### src/rtl/mem_port_arbiter.sv
// Shares one memory port between instruction fetch and load/store with a single
// outstanding transaction, byte-lane formatting, misalignment rejection and a response timeout.
module mem_port_arbiter #(
  parameter int MAX_DATA_RUN = 4,
  parameter int TIMEOUT      = 255
) (
  input  logic        clk,
  input  logic        reset,
  input  logic        f_req,
  input  logic [31:0] f_addr,
  output logic        f_gnt,
  output logic        f_rvalid,
  output logic [31:0] f_rdata,
  output logic        f_err,
  input  logic        d_req,
  input  logic        d_we,
  input  logic [1:0]  d_size,
  input  logic [31:0] d_addr,
  input  logic [31:0] d_wdata,
  output logic        d_gnt,
  output logic        d_rvalid,
  output logic [31:0] d_rdata,
  output logic        d_err,
  output logic        m_valid,
  input  logic        m_ready,
  output logic        m_we,
  output logic [31:0] m_addr,
  output logic [31:0] m_wdata,
  output logic [3:0]  m_wstrb,
  input  logic        m_rvalid,
  input  logic [31:0] m_rdata,
  output logic        busy
);
  typedef enum logic [1:0] {IDLE, ISSUE, WAIT_RSP, RESP} state_e;

  localparam logic [3:0] RUN_MAX  = 4'(MAX_DATA_RUN);
  localparam logic [7:0] TMO_LAST = 8'(TIMEOUT - 1);

  state_e      state_q, state_d;
  logic [3:0]  run_cnt_q, run_cnt_d;
  logic [7:0]  tmo_cnt_q, tmo_cnt_d;
  logic        owner_q, owner_d;
  logic        m_valid_q, m_valid_d, m_we_q, m_we_d, busy_q, busy_d;
  logic [31:0] m_addr_q, m_addr_d, m_wdata_q, m_wdata_d;
  logic [3:0]  m_wstrb_q, m_wstrb_d;
  logic        f_rvalid_q, f_rvalid_d, d_rvalid_q, d_rvalid_d;
  logic        f_err_q, f_err_d, d_err_q, d_err_d;
  logic [31:0] f_rdata_q, f_rdata_d, d_rdata_q, d_rdata_d;
  logic        gnt_f, gnt_d, d_misal;
  logic        resp_vld, resp_err;
  logic [31:0] resp_data;

  function automatic logic misaligned(input logic [1:0] size, input logic [1:0] a);
    case (size)
      2'd0:    return 1'b0;
      2'd1:    return a[0];
      2'd2:    return a != 2'd0;
      default: return 1'b1;
    endcase
  endfunction

  function automatic logic [3:0] byte_strobes(input logic [1:0] size, input logic [1:0] a);
    case (size)
      2'd0:    return 4'b0001 << a;
      2'd1:    return a[1] ? 4'b1100 : 4'b0011;
      default: return 4'b1111;
    endcase
  endfunction

  function automatic logic [31:0] lane_data(input logic [1:0] size, input logic [31:0] w);
    case (size)
      2'd0:    return {4{w[7:0]}};
      2'd1:    return {2{w[15:0]}};
      default: return w;
    endcase
  endfunction

  // Data keeps priority until it has used up its run while fetch is waiting.
  always_comb begin
    gnt_f = 1'b0;
    gnt_d = 1'b0;
    if (state_q == IDLE && !reset) begin
      if (d_req && !(f_req && run_cnt_q == RUN_MAX)) gnt_d = 1'b1;
      else if (f_req)                                gnt_f = 1'b1;
    end
  end

  assign d_misal = misaligned(d_size, d_addr[1:0]);

  always_comb begin
    state_d   = state_q;
    run_cnt_d = run_cnt_q;
    tmo_cnt_d = tmo_cnt_q;
    owner_d   = owner_q;
    m_we_d    = m_we_q;
    m_addr_d  = m_addr_q;
    m_wdata_d = m_wdata_q;
    m_wstrb_d = m_wstrb_q;
    resp_vld  = 1'b0;
    resp_err  = 1'b0;
    resp_data = '0;
    case (state_q)
      IDLE: begin
        if (gnt_f) begin
          run_cnt_d = '0;
          owner_d   = 1'b0;
          m_we_d    = 1'b0;
          m_addr_d  = f_addr & 32'hFFFF_FFFC;
          m_wdata_d = '0;
          m_wstrb_d = '0;
          state_d   = ISSUE;
        end else if (gnt_d) begin
          if (run_cnt_q < RUN_MAX) run_cnt_d = run_cnt_q + 4'd1;
          owner_d = 1'b1;
          if (d_misal) begin
            resp_vld = 1'b1;
            resp_err = 1'b1;
            state_d  = RESP;
          end else begin
            m_we_d    = d_we;
            m_addr_d  = d_addr & 32'hFFFF_FFFC;
            m_wdata_d = lane_data(d_size, d_wdata);
            m_wstrb_d = d_we ? byte_strobes(d_size, d_addr[1:0]) : 4'b0000;
            state_d   = ISSUE;
          end
        end
      end
      ISSUE: begin
        if (m_ready) begin
          tmo_cnt_d = '0;
          state_d   = WAIT_RSP;
        end
      end
      WAIT_RSP: begin
        if (m_rvalid) begin
          resp_vld  = 1'b1;
          resp_data = m_rdata;
          state_d   = RESP;
        end else if (tmo_cnt_q == TMO_LAST) begin
          resp_vld = 1'b1;
          resp_err = 1'b1;
          state_d  = RESP;
        end else begin
          tmo_cnt_d = tmo_cnt_q + 8'd1;
        end
      end
      default: state_d = IDLE;
    endcase

    m_valid_d  = (state_d == ISSUE);
    busy_d     = (state_d != IDLE);
    f_rvalid_d = resp_vld && !owner_d;
    d_rvalid_d = resp_vld && owner_d;
    f_err_d    = f_rvalid_d && resp_err;
    d_err_d    = d_rvalid_d && resp_err;
    f_rdata_d  = f_rvalid_d ? resp_data : '0;
    d_rdata_d  = d_rvalid_d ? resp_data : '0;
  end

  always_ff @(posedge clk or posedge reset) begin
    if (reset) begin
      state_q    <= IDLE;
      run_cnt_q  <= '0;
      tmo_cnt_q  <= '0;
      owner_q    <= 1'b0;
      m_valid_q  <= 1'b0;
      m_we_q     <= 1'b0;
      m_addr_q   <= '0;
      m_wdata_q  <= '0;
      m_wstrb_q  <= '0;
      busy_q     <= 1'b0;
      f_rvalid_q <= 1'b0;
      d_rvalid_q <= 1'b0;
      f_err_q    <= 1'b0;
      d_err_q    <= 1'b0;
      f_rdata_q  <= '0;
      d_rdata_q  <= '0;
    end else begin
      state_q    <= state_d;
      run_cnt_q  <= run_cnt_d;
      tmo_cnt_q  <= tmo_cnt_d;
      owner_q    <= owner_d;
      m_valid_q  <= m_valid_d;
      m_we_q     <= m_we_d;
      m_addr_q   <= m_addr_d;
      m_wdata_q  <= m_wdata_d;
      m_wstrb_q  <= m_wstrb_d;
      busy_q     <= busy_d;
      f_rvalid_q <= f_rvalid_d;
      d_rvalid_q <= d_rvalid_d;
      f_err_q    <= f_err_d;
      d_err_q    <= d_err_d;
      f_rdata_q  <= f_rdata_d;
      d_rdata_q  <= d_rdata_d;
    end
  end

  assign f_gnt    = gnt_f;
  assign d_gnt    = gnt_d;
  assign m_valid  = m_valid_q;
  assign m_we     = m_we_q;
  assign m_addr   = m_addr_q;
  assign m_wdata  = m_wdata_q;
  assign m_wstrb  = m_wstrb_q;
  assign busy     = busy_q;
  assign f_rvalid = f_rvalid_q;
  assign d_rvalid = d_rvalid_q;
  assign f_err    = f_err_q;
  assign d_err    = d_err_q;
  assign f_rdata  = f_rdata_q;
  assign d_rdata  = d_rdata_q;
endmodule
### config.mk
export PLATFORM = sky130hd
export DESIGN_NAME = mem_port_arbiter
export DESIGN_NICKNAME = d
export VERILOG_FILES = /design/src/rtl/mem_port_arbiter.sv
export SDC_FILE = /design/constraint.sdc
export NUM_CORES = 1
export LEC_CHECK = 0
export ABC_CLOCK_PERIOD_IN_PS = 5300
export CORE_ASPECT_RATIO = 2
export CORE_UTILIZATION = 38
export DETAILED_ROUTE_END_ITERATION = 10
export PLACE_DENSITY = 0.76
export SLEW_MARGIN = 20
export SYNTH_ARGS = -nofsm -noshare
export SYNTH_HDL_FRONTEND = slang
export SYNTH_SLANG_ARGS = --single-unit
### constraint.sdc
create_clock -name clk -period 5.3 [get_ports clk]
set_input_delay 1.06 -clock clk [delete_from_list [all_inputs] [get_ports clk]]
set_output_delay 1.06 -clock clk [all_outputs]
set_load 0.03 [all_outputs]
* After elaboration in Yosys (flattened, before gate mapping)
Cells that the tools add are included.
** Operators by class
- $add $sub $neg :: 2
- Order comparisons :: 1
- Equality and inequality tests :: 11
- Shifts and indexed selects :: 1
- Mux-type cells :: 51
- Reductions and logical operators :: 20
** Operators by type and width (number)
- 32-bit two-way mux :: 10
- 32-bit one-hot mux with 2 select lines :: 1
- 4-bit two-way mux :: 8
- 8-bit two-way mux :: 3
- 1-bit two-way mux :: 17
- 8-bit one-hot mux with 2 select lines :: 1
- 2-bit two-way mux :: 6
- 2-bit nonzero test :: 5
- 8-bit by 1-bit adder with 8-bit output (second input constant) :: 1
- 8-bit equality test (second input constant) :: 1
- 2-bit != test (second input constant) :: 4
- 4-bit one-hot mux with 2 select lines :: 1
- 1-bit logical AND :: 7
- 2-bit by 1-bit equality test with 1-bit output (second input constant) :: 3
- 2-bit one-hot mux with 3 select lines :: 1
- 3-bit AND reduction :: 2
- 4-bit by 1-bit adder with 4-bit output (second input constant) :: 1
- 2-bit equality test (second input constant) :: 2
- 4-bit by 3-bit equality test with 1-bit output (second input constant) :: 1
- 2-bit zero test :: 2
- 4-bit by 3-bit < comparator with 1-bit output (second input constant) :: 1
- 1-bit one-hot mux with 2 select lines :: 2
- 4-bit AND reduction :: 1
- 1-bit by 2-bit left shift with 4-bit output (first input constant) :: 1
- other kinds (2) :: 4
** Storage, ports and cells
- Bits in registers :: 154
- Input port bits :: 137
- Output and inout bits :: 141
- Logic and storage cells :: 102

* Logic depth before layout (Yosys ltp)
Gate-level depths: netlist of the first run.
- Depth in word-level cells :: 12
- Gate-level depth with buffers :: 9

* Least setup slack after synthesis of the first run
No wires, ideal clock.
- Path type :: input -> register
- From :: in reset
- To :: reg busy_q, in the netlist busy
- Setup time :: 0.105 ns
- Data arrival time :: 4.999 ns
- Data required time :: 5.195 ns
- Setup slack :: 0.196 ns
- Cell stages on the path :: 3
- Buffers on the path :: 0
- Path through :: inv_1 > a41oi_1 > o211ai_1
** Between the ends
- Cells in the longest elaborated chain, start to end :: 7
** RTL lines
- start: declaration :: line 8 : input logic reset,
- 1-bit zero test (no line) (*)
- 1-bit logical AND (*) :: line 82 : if (state_q == IDLE && !reset) begin
- 1-bit two-way mux :: line 82
- 2-bit two-way mux :: line 112 : end else if (gnt_d) begin
- 2-bit two-way mux (*) :: line 104 : if (gnt_f) begin
- 2-bit one-hot mux with 3 select lines (*) :: line 102 : case (state_q)
- 2-bit nonzero test (*) :: line 151 : busy_d = (state_d != IDLE);
- named net busy_d :: line 43 : logic m_valid_q, m_valid_d, m_we_q, m_we_d, busy_q, busy_d;
- end signal: assignment :: line 188 : busy_q <= busy_d;
- end: declaration :: line 43
Mark *: on every way through the listed nets, which the timed path passes. The rest lies on a longest branch.
A chain may end at the register's enable or synchronous reset.

* Worst setup path in the final report of the first run
- From :: in reset
- To :: out f_gnt
** Between the ends
- Cells in the longest elaborated chain, start to end :: 3
** RTL lines
- 1-bit zero test (no line)
- 1-bit logical AND :: line 82
- 1-bit two-way mux :: line 82
- end: declaration :: line 11 : output logic f_gnt,
Every way passes these cells.

==> results of run 1 <==
==> final cells by class <==
type / instances / area (um^2)
tap: 204 / 255
clock buffer: 22 / 474
fill: 1357 / 6510
multi-input combinational: 379 / 2380
sequential: 152 / 3800
timing repair buffer: 283 / 2810
inverter: 16 / 65.1
clock inverter: 9 / 138
==> critical path, delay by kind of cell <==
kind | cells | cell delay, ns
AND/OR/NAND/NOR | 1 | 0.65
buffers and inverters | 2 | 1.26
AO/OA/AOI/OAI | 1 | 0.18
==> logic make-up (layout without fill, tap and decap cells) <==
logic type	count (synthesis)	in the layout	share of synthesized area, %
other cells	1	2	0.0583
simple gates	206	206	13.4
flops	152	152	59.2
fa+ha+maj	4	4	0.779
compound gates	87	87	8.86
xor+xnor	1	1	0.136
buf+inv	55	330	4.09
mux	79	79	13.5
==> synthesized netlist by cell type (2+ instances only) <==
library cell and number:
o21ai_0 21, buf_1 3, and3_1 2, dfrtp_1 152, nor2_1 94, nand3_1 2, nand2b_1 2, nand2_1 87
mux2_1 9, o31ai_1 2, a21oi_1 27, mux2i_1 19, inv_1 15, buf_2 9, buf_4 4, a211oi_1 8
ha_1 4, mux2_2 51, or3_1 2, clkbuf_1 19, o22ai_1 5, a31oi_1 2, or4_1 2, a21oi_2 2
nor3_1 3, a311oi_1 9, buf_6 4
==> metrics by stage <==
| step | utilization [%] | instance area, um^2 |
|---|---|---|
| global placement | 56.7 | 9310 |
| detailed placement | 56.7 | 9310 |
| floorplan | - | 6430 |
| global route | 60.4 | 9920 |
| CTS | 60.4 | 9920 |
| finish | 60.4 | 9920 |
==> sequential cells by signal (all words and copies together) (netlist names) <==
name and flops:
m_wstrb 4, m_we 1, m_addr 30, d_rdata 32, f_rdata 32, busy 1, state_q 2, d_rvalid 1
tmo_cnt_q 8, f_err 1, run_cnt_q 4, owner_q 1, m_wdata 32, d_err 1, f_rvalid 1, m_valid 1
==> power by group <==
part,leakage (nW),internal [mW],switching (mW),total (mW)
Combinational,1.97,0.927,1.26,2.19
Clock,0.298,0.781,0.472,1.25
Sequential,1.99,1.51,0.199,1.71
Total,4.26,3.22,1.93,5.15
==> worst paths after layout <==
path                                   startpoint                     end  slack (ns)
setup reg to reg             state_q[1]$_DFF_PP0_  m_addr[18]$_DFFE_PP0P_        2.42
min in group asynchronous                   reset  m_addr[18]$_DFFE_PP0P_        1.21
setup / recovery                            reset                   f_gnt        1.09
hold / removal             m_addr[21]$_DFFE_PP0P_  m_addr[21]$_DFFE_PP0P_        0.49
max in group asynchronous                   reset  m_wdata[1]$_DFFE_PP0P_        3.06
hold reg to reg            m_addr[21]$_DFFE_PP0P_  m_addr[21]$_DFFE_PP0P_        0.49
==> per-layer routing <==
metal  wire [um]  track usage [%]  part of all wire, %
met2        9930             37.7                   55
met5           0                0                    0
met3         896             4.66                  5.0
met1        6430             22.0                   36
met4         751             11.7                  4.2
==> impl.org, run 1 <==
** Outcome
- The run finished with clean final reports.

** Floorplan
- The floorplan step defined a die boundary enclosing around 17,000 um^2.
- Initial cell density of the core :: between 30% and 40%
- Die Wd :: 94.0 um
- Vertical extent of the die :: 186 um
- After floorplanning, the core was sized to cover 16,400 um^2.
- 278 I/O pins were placed.
- In this run the core area contains 66 standard-cell rows.

** Final layout
- Growth of design area from synthesis to finish :: 54.4%
- Commonest non-fill, non-tap cell in the layout :: clkdlybuf4s50_1
- Count of non-filler cells in the finished layout :: 1,065
- Share of layout cells above drive strength 1 :: 11.5%
- In the layout the commonest cells are clkdlybuf4s50_1, dfrtp_1, nor2_1.
- The number of antenna diodes in the final layout is 0.
- The net count of the finished layout is between 900 and 1,000.

** STA
- Unrepaired setup endpoints after global routing :: false
- Final setup fails :: 0
- PnR worst setup slack :: 1.09 ns
- Transition time of the tightest slew-check pin :: between 0.7 and 0.8 ns
- Final sum of negative setup slack :: 0 ns
- The clock period could shrink to 4.21 ns.
- Final Slew Violations :: 0
- Maximum clock skew at final layout :: 0.00698 ns
- Hold slack :: 0.486 ns
- Measured against its own limit, the worst slew margin works out to 46.7%.
- Fmax :: 0.238 GHz
- The final hold violation count is 0.
- Period utilisation layout :: between 70% and 80%

** Setup path
- Of all nets on the critical path, the largest fanout is 5.
- Worst Reg2Reg Path Length in Cells :: 5
- STA puts the critical path data required time at between 4 and 5 ns.
- Largest incremental delay on the critical path :: 0.72 ns
- The worst setup path is launched from a primary input.
- By startpoint and endpoint, the worst setup path is classified as in -> out.
- STA classifies the critical path endpoint as an output pin.
- The most numerous cell type found on the critical path is clkdlybuf4s50_1.
- Critical path, cell by cell :: clkdlybuf4s50_1, or4b_1, a21oi_4, clkdlybuf4s50_1
- The slowest stage of the critical path belongs to the cell clkdlybuf4s50_1.
- Data arrives at the worst endpoint at 3.15 ns.

** Clock tree
- Clock tree synthesis inserted a total of 17 buffers.
- TritonCTS clock tree :: yes
- CTS built an H-tree with a depth of 4.
- Post-CTS repair timing setup buffer count :: 0
- After clock tree synthesis, the clock-pin slew on the worst setup and hold paths is 0.05 ns.
- CTS hold repair buffers :: 0
- Count of clock tree sinks :: 152
- In this run the deepest clock path goes through 2 buffers.
- The root buffer cell chosen for the clock tree is clkbuf_16.
- At the later pin of the worst-skew pair, clock insertion delay measures approximately 0.42 ns.
- Post-cts resize count :: 0

** Synth
- Count of flip-flops with a built-in enable after synthesis :: 0
- Yosys warnings :: 0
- Netlist cell types :: 53
- Cell type contributing the most total cell area after synthesis :: dfrtp_1
- Mapped Avg Cell Area :: 11.0 um^2
- Yosys attributes the largest share of cell area to dfrtp_1, mux2_2, nor2_1.
- Summing every instance area after synthesis gives 6430 um^2.
- Sequential cell area fraction in the yosys report :: 59.2%
- Number of instances in the synthesized netlist :: between 500 and 600
- Async set-or-reset flop fraction in the synthesized netlist :: 100%
- The share of synthesized area in the top cell type comes to 59.2%.
- Synthesis-stage register bit count :: 152
- Among all flip-flop cells after synthesis, the most frequent one is dfrtp_1.

** Power
- VDD IR-drop max :: between 0.2 and 0.3 mV
- The completed layout was analyzed and its total power is 5.15 mW.
- For this design the static power due to leakage is about 4.3 nW.
- P per Cell Area :: 519 nW/um^2

** Global routing
- Total global-route track usage :: a little over a fifth
- Number of antenna violations at the first check in global routing :: 0
- After global routing the overflow that remains totals 0.
- The first global-routing pass estimated 27.6 mm of wire.
- Entering global routing, the biggest net connects 67 pins.
- The number of global-route vias before repair is 5,260.

** Placed design
- HPWL after detailed placement :: ~13 mm
- GP Congestion :: around 0.80
- Worst slack, placed :: 1.08 ns
- Number of buffers added on ports :: roughly 270
- Once placement completed, the tool counted placed cells totaling 1,034.

** Routing
- Dividing the detail-routed via count by the number of cells gives 4.92.
- Once detail routing completed, the nets flagged for antenna violations numbered 0.
- Across all layers, the routed design uses ~5,200 vias.
- Total DRC errors in the routed layout :: 0
- Final routed wire length divided by cell count :: 16.9 um
- The first detailed-routing pass ran for 4 iterations.
- Number of DRC violations after detailed-routing iteration 0 :: 188
- For this block, the routed nets add up to 18.0 mm of wire.

** Run
- Across the run, the number of max-cap violations was 0.

** Worst hold path
- Worst Hold Depth :: 1
- The tightest min-delay check is of the reg -> reg type.
Power figures use the tool's default switching activity.
==> inputs of run 2 (changes only) <==
ABC_CLOCK_PERIOD_IN_PS = 3500   (was 5300)
clock period = 3.5 ns   (was 5.3 ns; I/O delays follow)
==> run 2 against run 1 <==
First-iteration DRC count fell by 11%. Hold slack got worse by 0.0028 ns. Die area did not move. Register-to-register slack got worse by 1.4 ns. Worst setup slack got worse by 0.76 ns. Critical endpoint is now d_gnt. Largest power group unchanged. Highest routed layer unchanged.
==> impl.org, run 2 (synthesized netlist as in run 1, its figures left out) <==
** Clock tree
- The total clock buffers created by CTS came to 17 (unchanged).
- The hold buffer count at CTS was 0 (unchanged).
- The number of sinks handled by clock tree synthesis came to 152 (unchanged).
- CTS H-tree depth :: 4 (unchanged)
- Master cell of the clock root buffer :: clkbuf_16
- The maximum count of clock buffers along a single path is 2 (unchanged).
- Post-cts resize count :: 0 (unchanged)
- Clock latency on the worst-skew pair :: 0.42 ns (about the same)
- Clock-pin slew on the worst setup and hold paths :: 0.06 ns (about the same)
- The number of setup buffers added after CTS came to 0 (unchanged).
- TritonCTS clock tree :: yes

** Global routing
- The final global-route overflow total was 0 (unchanged).
- Via count of the first global-routing pass :: 5,489 (+4.4%)
- The overall track demand over capacity in global routing came to 21.0% (+0.068 points).
- Global-route wire length before repair :: 27.8 mm (+0.78%)
- The number of antenna violations at the first check in global routing is 0 (unchanged).
- The largest net degree at the start of global routing came to 153 (+130%).

** STA
- The number of max-slew violations in the final report is 0 (unchanged).
- Setup repair after global routing left no endpoint under its margin.
- Endpoints failing hold :: 0 (unchanged)
- Period utilisation layout :: approximately 90%
- The headroom to the max-slew limit came to 44.8% (-1.9 points).
- The worst setup slack after layout is 0.340 ns (-0.755 ns).
- The clock skew after layout came to 0.00741 ns (+0.000422 ns).
- Tmin final :: 3.16 ns
- The setup TNS came to 0 ns (unchanged).
- Fmax :: between 0.3 and 0.4 GHz
- Final setup fails :: 0 (unchanged)
- Transition time of the tightest slew-check pin :: 0.828 ns (+0.0290 ns)

** Worst hold path
- The path class of the tightest hold or removal check is reg -> reg.

** Floorplan
- The number of placement rows was 66 (unchanged).
- Initial cell density of the core :: 39.1% (unchanged)
- The die area is 17,500 um^2 (unchanged).
- I/O Pins :: 278 (unchanged)
- The die span in y was 186 um (unchanged).
- Die Wd :: 94.0 um (unchanged)
- Area of the placeable core :: 16,400 um^2 (unchanged)

** Final layout
- Growth of design area from synthesis to finish :: 54.9%
- The fraction of final layout cells sized beyond drive strength 1 is 12.4% (+0.86 points).
- FILL cells :: 1,368 (+0.81%)
- Total number of nets in the final design :: 994 (+0.40%)
- The library cell used most frequently in the layout, excluding fill and tap cells, is clkdlybuf4s50_1.
- Share of the core filled with cells :: 60.6% (+0.20 points)
- Antenna cells :: 0 (unchanged)
- The post-layout instance count excluding filler cells is 1,070 (+0.47%).
- In the layout the commonest cells are clkdlybuf4s50_1, dfrtp_1, nor2_1.

** Routing
- The number of DRC markers in iteration 0 is 167 (-11%).
- The number of optimization iterations in the first detailed-route pass was 4 (unchanged).
- Vias :: 5,310 (+1.3%)
- Routed vias/inst :: 4.96 (+0.79%)
- DRT Wirelength :: 17.8 mm (-1.2%)
- Total DRC errors in the routed layout :: 0 (unchanged)
- The routed wirelength normalized by instance count came to 16.6 um (-1.7%).
- ANT nets after route :: 0 (unchanged)

** Setup path
- The delay of the slowest cell on the worst path was 0.70 ns (-0.02 ns).
- Kind of cell with the highest combined delay on the critical path :: buffers and inverters
- Startpoint-to-endpoint class of the critical path :: in -> out
- The buffer and inverter count on the worst path was 2 (unchanged).
- The data required time of the worst path came to 2.80 ns (-1.44 ns).
- The maximum fanout count along the critical path came to 5 (unchanged).
- Worst setup SP type :: primary input
- The signal on the critical path passes through clkdlybuf4s50_1, nor3_1, and3_1, clkdlybuf4s50_1.
- The largest individual stage delay along the critical path comes from the cell clkdlybuf4s50_1.
- Type of destination of the critical path :: output pin
- Critical Path Most Common Cell :: clkdlybuf4s50_1
- The data arrival time of the worst path is 2.46 ns (-0.69 ns).

** Power
- Leakage :: 4.27 nW (+0.16%)
- Power Total :: 7.73 mW (+50%)
- The total power divided by cell area is 776 nW/um^2 (+50%).
- The maximum vdd ir drop is 0.382 mV (+39%).

** Placed design
- GP Congestion :: 0.815 (+2.1%)
- Number of buffers added on ports :: 273 (unchanged)
- The estimated wirelength of the detail-placed design was 12.6 mm (-2.4%).
- The worst slack at placement was 0.347 ns (-0.733 ns).
- Number of instances in the placed design :: 1,038 (+0.39%)

** Outcome
- Result of the run :: completed

** Run
- Max-capacitance violation count :: 0 (unchanged)
run 2: through the flow:
stage / area [um^2] / hold slack (ns)
6_report: 9960 / 0.483
5_1_grt: 9960 / 0.506
4_1_cts: 9960 / 0.487
3_5_place_dp: 9360 / 0.474
3_3_place_gp: 9360 / 0.469
2_1_floorplan: 6430 / 0.464
run 2: routing by layer:
| metal | GRT usage (%) | share of wire (%) | wire length (um) |
|---|---|---|---|
| met5 | 0 | 0 | 0 |
| met2 | 38.2 | 55 | 9750 |
| met3 | 6.45 | 6.9 | 1220 |
| met1 | 21.6 | 35 | 6210 |
| met4 | 9.35 | 3.4 | 608 |
run 2: final cells by class:
| cell class | instances | area (um^2) | area share, % |
|---|---|---|---|
| multi-input combinational | 379 | 2380 | 23.9 |
| timing repair buffer | 287 | 2860 | 28.7 |
| inverter | 16 | 63.8 | 0.641 |
| tap | 204 | 255 | 2.56 |
| clock inverter | 11 | 113 | 1.13 |
| clock buffer | 21 | 480 | 4.83 |
| sequential | 152 | 3800 | 38.2 |
run 2: worst paths after layout:
| kind | from | endpoint | slack, ns | cells after the start |
|---|---|---|---|---|
| setup reg to reg | state_q[1]$_DFF_PP0_ | m_addr[16]$_DFFE_PP0P_ | 1.06 | 5 |
| min in group asynchronous | reset | tmo_cnt_q[6]$_DFFE_PP0P_ | 0.98 | 3 |
| hold / removal | m_addr[24]$_DFFE_PP0P_ | m_addr[24]$_DFFE_PP0P_ | 0.48 | 1 |
| hold reg to reg | m_addr[24]$_DFFE_PP0P_ | m_addr[24]$_DFFE_PP0P_ | 0.48 | 1 |
| max in group asynchronous | reset | d_rdata[5]$_DFF_PP0_ | 1.87 | 3 |
| setup / recovery | reset | d_gnt | 0.34 | 4 |
run 2: worst register-to-register path, stage by stage, from the launching register on:
cell and delay (ns):
dfrtp_1 0.51, or4b_1 0.69, a21oi_4 0.23, buf_12 0.23
mux2_2 0.38, mux2_1 0.29
run 2: report_power, final:
part / switching [mW] / total (mW) / internal (mW)
clock: 0.745 / 1.81 / 1.07
sequential: 0.297 / 2.59 / 2.29
combinational: 1.91 / 3.33 / 1.42
==> inputs of run 3 (changes only) <==
ABC_CLOCK_PERIOD_IN_PS = unset   (was 3500)
==> results of run 3 <==
Final layout, timing and power as in run 2 (identical DEF).
